[config.mk]
export PLATFORM = sky130hd
export DESIGN_NAME = snn_image_loader
export DESIGN_NICKNAME = d
export VERILOG_FILES = /design/src/rtl/snn_image_loader.sv
export SDC_FILE = /design/constraint.sdc
export NUM_CORES = 1
export LEC_CHECK = 0
export ABC_AREA = 0
export CAP_MARGIN = 20
export CELL_PAD_IN_SITES_DETAIL_PLACEMENT = 0
export CELL_PAD_IN_SITES_GLOBAL_PLACEMENT = 2
export CORE_MARGIN = 3
export CORE_UTILIZATION = 37
export CTS_BUF_LIST = sky130_fd_sc_hd__clkbuf_16
export DETAILED_ROUTE_END_ITERATION = 10
export DONT_BUFFER_PORTS = 1
export GPL_ROUTABILITY_DRIVEN = 1
export HOLD_SLACK_MARGIN = 0.02
export PLACE_DENSITY = 0.79
export SLEW_MARGIN = 20
export SYNTH_ARGS = -nofsm -noshare
export SYNTH_HDL_FRONTEND = slang
export SYNTH_SLANG_ARGS = --single-unit
[constraint.sdc]
create_clock -name clk -period 2.1 [get_ports clk]
set_input_delay 0.21 -clock clk [delete_from_list [all_inputs] [get_ports clk]]
set_output_delay 0.21 -clock clk [all_outputs]
set_load 0.05 [all_outputs]
[src/rtl/snn_image_loader.sv]
// snn_image_loader: unpacks a byte stream of binary pixels into the input-unit
// RAM, then runs one start/done handshake with the SNN core and holds the
// classified digit until the host acknowledges it.
module snn_image_loader #(
    parameter int NUM_PIXELS = 784,
    parameter int ADDR_W     = 10
) (
    input  logic              clk,
    input  logic              rst,
    input  logic [7:0]        rx_data,
    input  logic              rx_valid,
    output logic              rx_ready,
    output logic [ADDR_W-1:0] ram_addr,
    output logic              ram_d,
    output logic              ram_we,
    output logic              load_sel,
    output logic              snn_start,
    input  logic              snn_done,
    input  logic [3:0]        snn_digit,
    output logic [3:0]        result_digit,
    output logic              result_valid,
    input  logic              result_ack,
    output logic              busy
);

    typedef enum logic [2:0] {
        S_LOAD,
        S_UNPACK,
        S_START,
        S_WAIT_DONE,
        S_RESULT
    } state_t;

    localparam logic [ADDR_W-1:0] LAST_PIX = ADDR_W'(NUM_PIXELS - 1);

    state_t            state_q, state_d;
    logic [ADDR_W-1:0] pix_cnt_q, pix_cnt_d;
    logic [2:0]        bit_cnt_q, bit_cnt_d;
    logic [7:0]        shift_q, shift_d;
    logic [3:0]        result_digit_q, result_digit_d;

    // State and datapath registers; reset abandons any partial image.
    always_ff @(posedge clk or posedge rst) begin
        if (rst) begin
            state_q        <= S_LOAD;
            pix_cnt_q      <= '0;
            bit_cnt_q      <= '0;
            shift_q        <= '0;
            result_digit_q <= '0;
        end else begin
            state_q        <= state_d;
            pix_cnt_q      <= pix_cnt_d;
            bit_cnt_q      <= bit_cnt_d;
            shift_q        <= shift_d;
            result_digit_q <= result_digit_d;
        end
    end

    // Next-state logic and Moore-style outputs for the load/classify sequence.
    always_comb begin
        state_d        = state_q;
        pix_cnt_d      = pix_cnt_q;
        bit_cnt_d      = bit_cnt_q;
        shift_d        = shift_q;
        result_digit_d = result_digit_q;
        rx_ready       = 1'b0;
        load_sel       = 1'b0;
        ram_we         = 1'b0;
        ram_d          = 1'b0;
        snn_start      = 1'b0;
        result_valid   = 1'b0;

        unique case (state_q)
            S_LOAD: begin
                rx_ready = 1'b1;
                load_sel = 1'b1;
                if (rx_valid) begin
                    shift_d   = rx_data;
                    bit_cnt_d = '0;
                    state_d   = S_UNPACK;
                end
            end
            S_UNPACK: begin
                load_sel  = 1'b1;
                ram_we    = 1'b1;
                ram_d     = shift_q[0];
                shift_d   = {1'b0, shift_q[7:1]};
                bit_cnt_d = bit_cnt_q + 3'd1;
                // The counter returns to 0 after the last pixel instead of
                // stepping past the end, so ram_addr never leaves the image.
                if (pix_cnt_q == LAST_PIX) begin
                    pix_cnt_d = '0;
                end else begin
                    pix_cnt_d = pix_cnt_q + 1'b1;
                end
                if (bit_cnt_q == 3'd7) begin
                    state_d = (pix_cnt_q == LAST_PIX) ? S_START : S_LOAD;
                end
            end
            S_START: begin
                snn_start = 1'b1;
                pix_cnt_d = '0;
                state_d   = S_WAIT_DONE;
            end
            S_WAIT_DONE: begin
                if (snn_done) begin
                    result_digit_d = snn_digit;
                    state_d        = S_RESULT;
                end
            end
            S_RESULT: begin
                result_valid = 1'b1;
                if (result_ack) begin
                    state_d = S_LOAD;
                end
            end
            default: begin
                state_d = S_LOAD;
            end
        endcase
    end

    assign ram_addr     = pix_cnt_q;
    assign result_digit = result_digit_q;
    assign busy         = !((state_q == S_LOAD) && (pix_cnt_q == '0));

endmodule

---- Yosys cells after proc, flatten, opt, wreduce, memory -nomap -nowiden ----
Cells that the tools add are included.
operators by class
  add/sub/neg operators ................... 2
  eq/ne operators ......................... 10
  mux-type cells .......................... 18
  reductions and logical operators ........ 10
operators by type and width
  operator                 number
  $pmux W10 S2             1
  $pmux W8 S2              1
  $mux W3                  5
  $pmux W3 S5              1
  $add A10 B1 Y10 const B  1
  $eq A10 B10 Y1 const B   1
  $logic_not A10 Y1        1
  $mux W10                 1
  $mux W8                  1
  $ne A2 B2 Y1 const B     4
  $eq A3 B2 Y1 const B     2
  $eq A3 B3 Y1 const B     2
  $mux W1                  6
  $pmux W3 S2              1
  $reduce_and A2 Y1        2
  $reduce_and A4 Y1        1
  $reduce_bool A2 Y1       2
  $add A3 B1 Y3 const B    1
  $eq A3 B1 Y1 const B     1
  $logic_not A3 Y1         1
  $mux W2                  1
  $reduce_or A2 Y1         1
  $logic_and A1 B1 Y1      1
  $logic_not A1 Y1         1
storage, ports and cells
  bits in registers ....................... 28
  input port bits ......................... 17
  output and inout bits ................... 21
  word-level logic and storage cells ...... 45

---- Longest topological paths before layout ----
Gate-level depths: netlist (run 1).
  depth in word-level cells ............... 4
  gate-level depth with buffers ........... 7
  depth with buffers taken out ............ 5

---- Least setup slack after synthesis (run 1) ----
Ideal clock, no wire load.
  kind .................................... register to output
  start point ............................. reg state_q[0]
  end point ............................... out busy
  arrival ................................. 2.588 ns
  data required time ...................... 1.890 ns
  setup slack ............................. -0.698 ns
  cell stages (with the launch flop) ...... 4
  path buffers ............................ 1
  path through ............................ dfrtp_1 -> clkbuf_1 -> nor3_1 -> nand4_1
between the ends
  word-level cells in the longest chain between the ends .. 3
ends and longest elaborated chain
  element                 RTL line  source
  from (decl)             36        state_t state_q, state_d;
  from (signal assigned)  51        state_q <= state_d;
  $logic_not A3 Y1        125       assign busy = !((state_q == S_LOAD) && (pix_cnt_q == '0));
  $logic_and A1 B1 Y1     125
  $logic_not A1 Y1        125
  to (decl)               23        output logic busy
Every way passes these cells.

---- Final worst setup path (run 1) ----
  start point ............................. reg state_q[2]
  end point ............................... out ram_we
between the ends
  word-level cells in the longest chain between the ends .. 2
ends and longest elaborated chain
  element       RTL line  source
  $eq A3 B1 Y1  73        unique case (state_q)
  $mux W1       73
  to (decl)     15        output logic ram_we,
Every way passes these cells.

==> results.json, run 1 <==
{
  "reg2reg_depth": 3,
  "synthToLayoutAreaGrowth_pct": 21.72,
  "gp_congestion": 0.7975,
  "p_int_uw": 1562,
  "htree_levels": 1,
  "switching_share_pct": 42.18,
  "antenna_found_initial": 0,
  "grt_setup_unrepaired": "false",
  "p_leak_uw": 0.0008010,
  "peakVddDrop_v": 0.0008383,
  "first_pass_iters": 4,
  "diodes": 0,
  "cts.sinks": 28,
  "drc": 0,
  "clock.fmax_mhz": 520.2,
  "drive_above_1_share_pct": 19.75,
  "netlist_area_um2": 1429,
  "maxCapViolCount": 0,
  "track_usage_pct": 17.21,
  "critical-path-slowest-cell": "or3b_1",
  "worstSetupPathType": "reg -> out",
  "worst_setup_path_start_kind": "register",
  "cts_buffers": 3,
  "drtIter0Drc": 82,
  "syn_area_per_cell_um2": 9.854,
  "hp-class": "in -> reg",
  "synth_most_common_cell": "dfrtp_1",
  "synth_edf_count": 0,
  "clk_path_buf_depth": 2,
  "die_h_um": 68.15,
  "row_count": 21,
  "startpoint": "state_q[2]$_DFFE_PP0P_",
  "synthTopCellsByCount": "dfrtp_1 (28), nand2_1 (16), o22ai_1 (14), o21ai_0 (10), a21oi_1 (8)",
  "r2r_end": "ram_addr[7]$_DFFE_PP0P_",
  "p_per_area_nw_per_um2": 1554,
  "detail_route.wl_per_cell_um": 16.50,
  "yosysTopAreaCell": "dfrtp_1",
  "worstMarginPinSlew_ps": 612.5,
  "cp-end-kind": "output port",
  "p_comb_share_pct": 46.2,
  "postSynth.asyncResetShare_pct": 100.0,
  "io_pins": 38,
  "overflow": 0,
  "dieWidth_um": 68.15,
  "ys_seq_area_share_pct": 49.04,
  "max_stage_delay_ps": 520,
  "worst_ep_arrival_time_ps": 1710,
  "core_area_um2": 3521,
  "seq_power_share_pct": 32.8,
  "ys_top_cells_by_area": "dfrtp_1 (49%), o22ai_1 (6.1%), nand2_1 (4.2%)",
  "drtAntennaViolNets": 0,
  "finalSetupTns_ps": 0,
  "synth_top_flop_cell": "dfrtp_1",
  "post_cts_buffers": 0,
  "worstPathCellList": "or3b_1 -> inv_1 -> buf_4",
  "worstHoldStart": "result_ack",
  "port_buffers": 0,
  "cts_root_buf": "clkbuf_16",
  "num_vias": 1185,
  "grt_max_degree": 29,
  "cts_tree": "done",
  "power_uw": 2702,
  "fin_util_pct": 49.40,
  "skew_ps": 3.216,
  "synth_warnings": 0,
  "grt_pass1_vias": 1265,
  "cp_max_fo": 9,
  "clockPowerShare_pct": 21.0,
  "vias_per_cell": 5.697,
  "drt_wl_total_mm": 3.433,
  "yosysUniqueCellTypes": 34,
  "post-route-period-util_pct": 91.55,
  "ys_seq_elements": 28,
  "start_util_pct": 40.58,
  "hold_path_depth": 1,
  "hold_violations": 0,
  "maxSlewViolCount": 0,
  "status": "finished, final reports clean",
  "synth_cells": 145,
  "whs_endpoint": "state_q[2]$_DFFE_PP0P_",
  "p_switching_uw": 1140,
  "required_ps": 1890,
  "syn_nets": 166,
  "clk_pin_slew_ps": 70,
  "relSlewSlack_pct": 59.16,
  "nets": 184,
  "grt_pass1_wl_mm": 5.996,
  "dp_hpwl_mm": 2.486,
  "r2r-start": "state_q[2]$_DFFE_PP0P_",
  "reg2reg_slack_ps": 420,
  "dieArea_um2": 4644,
  "fin_crit_ps": 1922,
  "clk_latency_ps": 260,
  "setup_viol": 0,
  "synth_top_area_share_pct": 49.04
}
==> how the worst max path moves through the flow <==
stage	to	slack [ps]
final	ram_we	180
after global routing	ram_we	80
after floorplan	snn_start	100
after detailed placement	ram_addr[7]$_DFFE_PP0P_	440
after global placement	ram_addr[7]$_DFFE_PP0P_	480
after CTS	ram_we	150
==> through the flow <==
stage / hold slack (ps) / worst slack (ps) / area, µm² / instances
floorplan: 275.4 / 102.7 / 1440 / 145
global placement: 188.3 / 478.1 / 1624 / 203
detailed placement: 197.6 / 439.8 / 1624 / 203
CTS: 63.64 / 153.9 / 1739 / 208
global route: 90.92 / 82.51 / 1739 / 208
finish: 65.46 / 177.5 / 1739 / 208
==> cell usage in the layout (no fill, tap or decap) <==
cell type and n:
o311ai_2 1, nand4_1 3, a22o_1 2, buf_4 19, nor3_1 2, nand4b_1 2, dlygate4sd3_1 1, o21ai_0 10
nor3_4 1, nand2_1 16, buf_12 1, and2_1 2, or3b_1 1, nor2_1 5, o31ai_1 1, mux2i_1 1
or3_1 2, ha_1 4, mux2_2 4, xor2_1 3, o22ai_1 14, dfrtp_1 28, inv_1 7, a41o_4 1
o21bai_1 1, nand2b_1 1, and3_1 4, nor3b_2 1, nor3b_1 1, nand3_1 5, a32o_1 1, a21o_1 1
and4_1 1, clkbuf_16 3, nor4_1 2, a21oi_1 8, o211ai_1 1, bufinv_16 1
==> power by group through the flow <==
stage	combinational [µW]	clock, µW	sequential [µW]
after floorplan	712	0	1050
after global placement	1240	0	886
after detailed placement	1260	0	895
after CTS	1270	581	889
after global routing	1390	599	912
final	1250	566	887
==> what timing repair did <==
item	in CTS	in global routing
hold buffers	1	0
gates resized for setup	0	0
hold endpoints to repair	28	0
==> area by class of cell <==
| type | instances | area, µm² |
|---|---|---|
| inverter | 7 | 26.28 |
| fill | 350 | 1782 |
| clock inverter | 1 | 30.03 |
| multi-input combinational | 102 | 676.9 |
| sequential | 28 | 700.7 |
| clock buffer | 3 | 75.07 |
| timing repair buffer | 21 | 172.7 |
| tap | 46 | 57.56 |
==> cells by family after synthesis <==
family	Yosys count	synth area share [%]
fa+ha+maj	4	3.503
compound gates	41	19.09
mux	5	3.853
xor+xnor	3	1.839
buf+inv	15	4.728
simple gates	49	17.95
flops	28	49.04
==> sequential cells by signal, indices dropped and copies added, names as in the netlist <==
name / count
bit_cnt_q: 3
state_q: 3
ram_addr: 10
result_digit: 4
shift_q: 8
==> worst max-delay path, delay by kind of cell, from the launching register on <==
kind	cells	cell delay (ps)
buf+inv	2	430
simple gates	1	520
flops	1	500
==> layer usage <==
| layer | share of wire, % | wire (µm) | GRT usage [%] | vias up |
|---|---|---|---|---|
| li1 | - | - | - | 566 |
| met1 | 44 | 1519 | 22.80 | 588 |
| met2 | 50 | 1700 | 28.40 | 29 |
| met5 | 0 | 0 | 0 | - |
| met4 | 0.61 | 21 | 4.467 | 0 |
| met3 | 5.6 | 191 | 3.777 | 2 |
(Power assumes the default switching activity.)
==> run 2, diff against run 1 <==
Settings changed: CORE_ASPECT_RATIO set to 1.25.
==> run 2 against run 1 <==
Net effect: count of clock-buffer cells in the layout is the same; utilization shrank 1.4 points; sequential share of layout area grew 0.20 points; die area is essentially flat; first-iteration DRC count shrank 30%; highest routed layer unchanged.
==> results.json, run 2 (synthesis gave the netlist of run 1 again) <==
{
  "synthToLayoutAreaGrowth_pct": 21.10,
  "p_per_area_nw_per_um2": 1545,
  "worst_setup_path_start_kind": "register",
  "diodes": 0,
  "io_pins": 38,
  "peakVddDrop_v": 0.0007552,
  "die_h_um": 75.48,
  "regArea_um2": 700.7,
  "row_count": 24,
  "crit_buf_inv": 2,
  "required_ps": 1890,
  "vias_per_cell": 5.980,
  "final_common_cell": "dfrtp_1",
  "post_cts_buffers": 0,
  "largest_reg_flops": 10,
  "drc": 0,
  "track_usage_pct": 15.17,
  "clk_pin_slew_ps": 60,
  "grt_pass1_wl_mm": 5.285,
  "relSlewSlack_pct": 63.90,
  "grt_pass1_vias": 1165,
  "port_buffers": 0,
  "worst_ep_arrival_time_ps": 1750,
  "drtIter0Drc": 57,
  "skew_ps": 4.241,
  "dr_wl_met2_mm": 1.609,
  "clock.fmax_mhz": 509.6,
  "met3_length_um": 297,
  "highest_layer": "met4",
  "hold_violations": 0,
  "first_pass_iters": 4,
  "htree_levels": 1,
  "worstMarginPinSlew_ps": 536.6,
  "multi_input_area_um2": 676.9,
  "final_cell_mix": "dfrtp_1 (28), buf_4 (19), nand2_1 (16), o22ai_1 (14), o21ai_0 (10)",
  "maxSlewViolCount": 0,
  "cts_tree": "done",
  "cts_root_buf": "clkbuf_16",
  "hp-class": "in -> reg",
  "worstPathCellList": "or3b_1 -> inv_1 -> buf_4",
  "r2r-start": "state_q[2]$_DFFE_PP0P_",
  "post-route-period-util_pct": 93.45,
  "status": "finished, final reports clean",
  "worstHoldStart": "result_ack",
  "num_vias": 1202,
  "drtAntennaViolNets": 0,
  "start_util_pct": 39.65,
  "worstSetupPathType": "reg -> out",
  "detail_route.wl_per_cell_um": 16.22,
  "core_area_um2": 3603,
  "cts_buffers": 3,
  "max_stage_delay_ps": 530,
  "cts_resized": 0,
  "grt_setup_unrepaired": "false",
  "finalSetupTns_ps": 0,
  "cp_top_family": "simple AND/OR/NAND/NOR gates",
  "m1WireLength_mm": 1.322,
  "overflow": 0,
  "fillers": 356,
  "dieWidth_um": 61.58,
  "p_leak_uw": 0.0008021,
  "critical-path-slowest-cell": "or3b_1",
  "grt_max_degree": 29,
  "cts.sinks": 28,
  "drive_above_1_share_pct": 19.75,
  "dieArea_um2": 4648,
  "nets": 184,
  "drt_wl_total_mm": 3.261,
  "setup_viol": 0,
  "maxCapViolCount": 0,
  "clk_path_buf_depth": 2,
  "fin_crit_ps": 1962,
  "gp_congestion": 0.8921,
  "antenna_found_initial": 0,
  "dp_hpwl_mm": 2.446,
  "fin_util_pct": 48.02,
  "clk_latency_ps": 260,
  "cp-end-kind": "output port",
  "startpoint": "state_q[2]$_DFFE_PP0P_",
  "cp_max_fo": 9
}
run 2: cell counts in the layout (fill, tap and decap cells not counted):
Identical to the previous run, type by type.
run 2: final timing paths:
check                                               end  slack [ps]  cells after the start
worst max-delay path                             ram_we         140                      3
worst min-delay path             state_q[2]$_DFFE_PP0P_          70                      1
worst min register to register   shift_q[7]$_DFFE_PP0P_         500                      1
worst max register to register  ram_addr[7]$_DFFE_PP0P_         410                      3
max in group asynchronous       ram_addr[3]$_DFFE_PP0P_        1360                      3
min in group asynchronous        state_q[0]$_DFFE_PP0P_         470                      3
run 2: power by group:
part           total (µW)  switching [µW]  internal [µW]
clock network         558             178            379
registers             888             175            712
logic                1230             770            458
total                2670            1120           1550
run 2: worst register-to-register path: stages, from the launching register on:
cell,delay [ps]
dfrtp_1,490
or3b_1,530
a41o_4,330
o311ai_2,250
run 2: per-layer routing:
metal  vias up  global-route usage (%)
li1        564                       -
met1       584                   17.82
met2        50                   25.96
met3         4                   4.407
met4         0                   5.425
met5         -                       0
run 2: cell type report:
type | instances | share of cell area [%]
Tap cell | 39 | 2.820
Timing Repair Buffer | 21 | 9.978
Inverter | 7 | 1.518
Clock buffer | 3 | 4.338
Multi-Input combinational cell | 102 | 39.12
Sequential cell | 28 | 40.49
Clock inverter | 1 | 1.735
run 2: what timing repair did:
item / in CTS / in global routing
setup endpoints to repair: 0 / 0
endpoints found under the hold margin: 28 / 0
hold buffers: 1 / 0
run 2: stage by stage:
stage | instances | area [µm²] | power, µW | setup WS [ps] | hold slack (ps)
after CTS | 201 | 1730 | 2697 | 131.1 | 73.03
after detailed placement | 196 | 1615 | 2131 | 426.1 | 194.7
after global routing | 201 | 1730 | 2858 | 21.54 | 80.24
after global placement | 196 | 1615 | 2101 | 463.6 | 188.2
final | 201 | 1730 | 2673 | 137.6 | 70.16
after floorplan | 145 | 1440 | 1762 | 102.7 | 275.4
==> run 3, diff against run 2 <==
Settings changed: CORE_UTILIZATION 37 to 33, PLACE_DENSITY 0.79 to 0.78.
Clock period 2.1 ns to 1.8 ns, I/O delays scaled along.
==> run 3 against run 2 <==
Net effect: final cell count up 9.5%; worst hold slack worse by 48 ps; count of clock-buffer cells in the layout unchanged; non-clock buffer count up 2; utilization down 5.1 points; via count unchanged; total power up 18%; register-to-register slack worse by 170 ps; die area up 11%; sequential power up 14%; critical path type unchanged; largest cell class unchanged.
==> results.json, run 3 (synthesis gave the netlist of run 1 again) <==
{
  "status": "finished, final reports clean",
  "hold_violations": 0,
  "clk_path_buf_depth": 2,
  "htree_levels": 1,
  "final_cell_area_um2": 1772,
  "worstSetupPathType": "reg -> out",
  "p_switching_uw": 1328,
  "drc": 0,
  "port_buffers": 0,
  "max_stage_delay_ps": 470,
  "io_pins": 38,
  "cp_max_fo": 8,
  "worstMarginPinSlew_ps": 477.3,
  "post-route-period-util_pct": 92.55,
  "p_int_uw": 1835,
  "row_count": 26,
  "p_leak_uw": 0.0008101,
  "grt_setup_unrepaired": "false",
  "dieWidth_um": 64.86,
  "worst_ep_arrival_time_ps": 1490,
  "required_ps": 1620,
  "seq_power_share_pct": 32.0,
  "fin_crit_ps": 1666,
  "dp_hpwl_mm": 2.570,
  "clockPowerShare_pct": 20.6,
  "peakVddDrop_v": 0.0007883,
  "met3_usage_pct": 2.394,
  "p_per_area_nw_per_um2": 1785,
  "overflow": 0,
  "largest_reg_flops": 10,
  "synthToLayoutAreaGrowth_pct": 23.99,
  "diodes": 0,
  "nets": 186,
  "grt_pass1_vias": 1178,
  "dieArea_um2": 5161,
  "grt_max_degree": 29,
  "final_cell_mix": "dfrtp_1 (28), buf_4 (21), nand2_1 (16), o22ai_1 (14), o21ai_0 (10)",
  "hp-class": "in -> reg",
  "final_common_cell": "dfrtp_1",
  "crit_buf_inv": 2,
  "dpl_cell_area_um2": 1652,
  "place_ws_ps": 170.0,
  "drt_wl_total_mm": 3.354,
  "p_comb_share_pct": 47.4,
  "skew_ps": 4.170,
  "finalSetupTns_ps": 0,
  "cts_buffers": 3,
  "vias_per_cell": 5.464,
  "relSlewSlack_pct": 68.18,
  "gr-usage-met2_pct": 23.95,
  "switching_share_pct": 41.99,
  "maxCapViolCount": 0,
  "worst_setup_path_start_kind": "register",
  "core_area_um2": 4131,
  "critical-path-slowest-cell": "or3b_4",
  "layoutNonFillerInstCount": 220,
  "grt_busiest_layer": "met2",
  "cp-end-kind": "output port",
  "drive_above_1_share_pct": 22.56,
  "start_util_pct": 34.59,
  "setup_ws_ps": 134.1,
  "die_h_um": 79.57,
  "grt_pass1_wl_mm": 5.651,
  "num_vias": 1202,
  "maxSlewViolCount": 0,
  "cp_top_family": "simple AND/OR/NAND/NOR gates",
  "setup_viol": 0,
  "place_inst": 215,
  "clk_pin_slew_ps": 70,
  "drtAntennaViolNets": 0,
  "detail_route.wl_per_cell_um": 15.25,
  "first_pass_iters": 4,
  "gp_congestion": 0.7949,
  "worstPathCellList": "or3b_4 -> inv_2 -> buf_4",
  "grt_util_met1_pct": 16.81,
  "drtIter0Drc": 29,
  "clock.fmax_mhz": 600.3,
  "clk_latency_ps": 260,
  "antenna_found_initial": 0,
  "post_cts_buffers": 0,
  "cts_root_buf": "clkbuf_16",
  "track_usage_pct": 13.85,
  "cts_tree": "done",
  "cts.sinks": 28
}
run 3: cell count changes in the layout (fill, tap and decap cells not counted), sizes merged:
cell / before / now
buf: 20 / 22
run 3: worst paths after layout:
| path | start | endpoint | slack [ps] | depth (start not counted) |
|---|---|---|---|---|
| max | state_q[1]$_DFFE_PP0P_ | ram_we | 130 | 3 |
| min | result_ack | state_q[2]$_DFFE_PP0P_ | 20 | 1 |
| max reg2reg | ram_addr[4]$_DFFE_PP0P_ | ram_addr[3]$_DFFE_PP0P_ | 240 | 5 |
| min reg2reg | shift_q[7]$_DFFE_PP0P_ | shift_q[7]$_DFFE_PP0P_ | 510 | 1 |
| max in group asynchronous | rst | state_q[2]$_DFFE_PP0P_ | 1100 | 3 |
| min in group asynchronous | rst | ram_addr[3]$_DFFE_PP0P_ | 430 | 3 |
run 3: repair_timing:
action                     CTS  global route
hold buffers                 1             0
setup endpoints to repair    1             2
resized for setup            1             2
hold endpoints to repair    28             0
run 3: layout make-up:
type	count	area, µm²
Clock buffer	3	75.07
Clock inverter	1	30.03
Fill cell	418	2360
Inverter	7	26.28
Multi-Input combinational cell	102	681.9
Sequential cell	28	700.7
Tap cell	56	70.07
Timing Repair Buffer	23	187.7
run 3: power by group through the flow:
stage          Sequential [µW]  Clock (µW)  Combinational (µW)
2_1_floorplan             1220           0                 833
3_3_place_gp              1020           0                1470
3_5_place_dp              1020           0                1500
4_1_cts                   1010         665                1510
5_1_grt                   1040         696                1630
6_report                  1010         653                1500
run 3: layer usage:
metal	vias to the layer above	part of all wire, %
li1	577	-
met1	588	40
met2	31	53
met3	6	5.1
met4	0	1.9
met5	-	0
run 3: per-stage QoR:
step	power [µW]	utilization, %	hold WS [ps]
3_5_place_dp	2526	39.98	168.8
6_report	3163	42.88	21.82
2_1_floorplan	2057	-	245.4
3_3_place_gp	2482	39.98	158.7
4_1_cts	3186	42.76	20.94
5_1_grt	3364	42.88	45.90
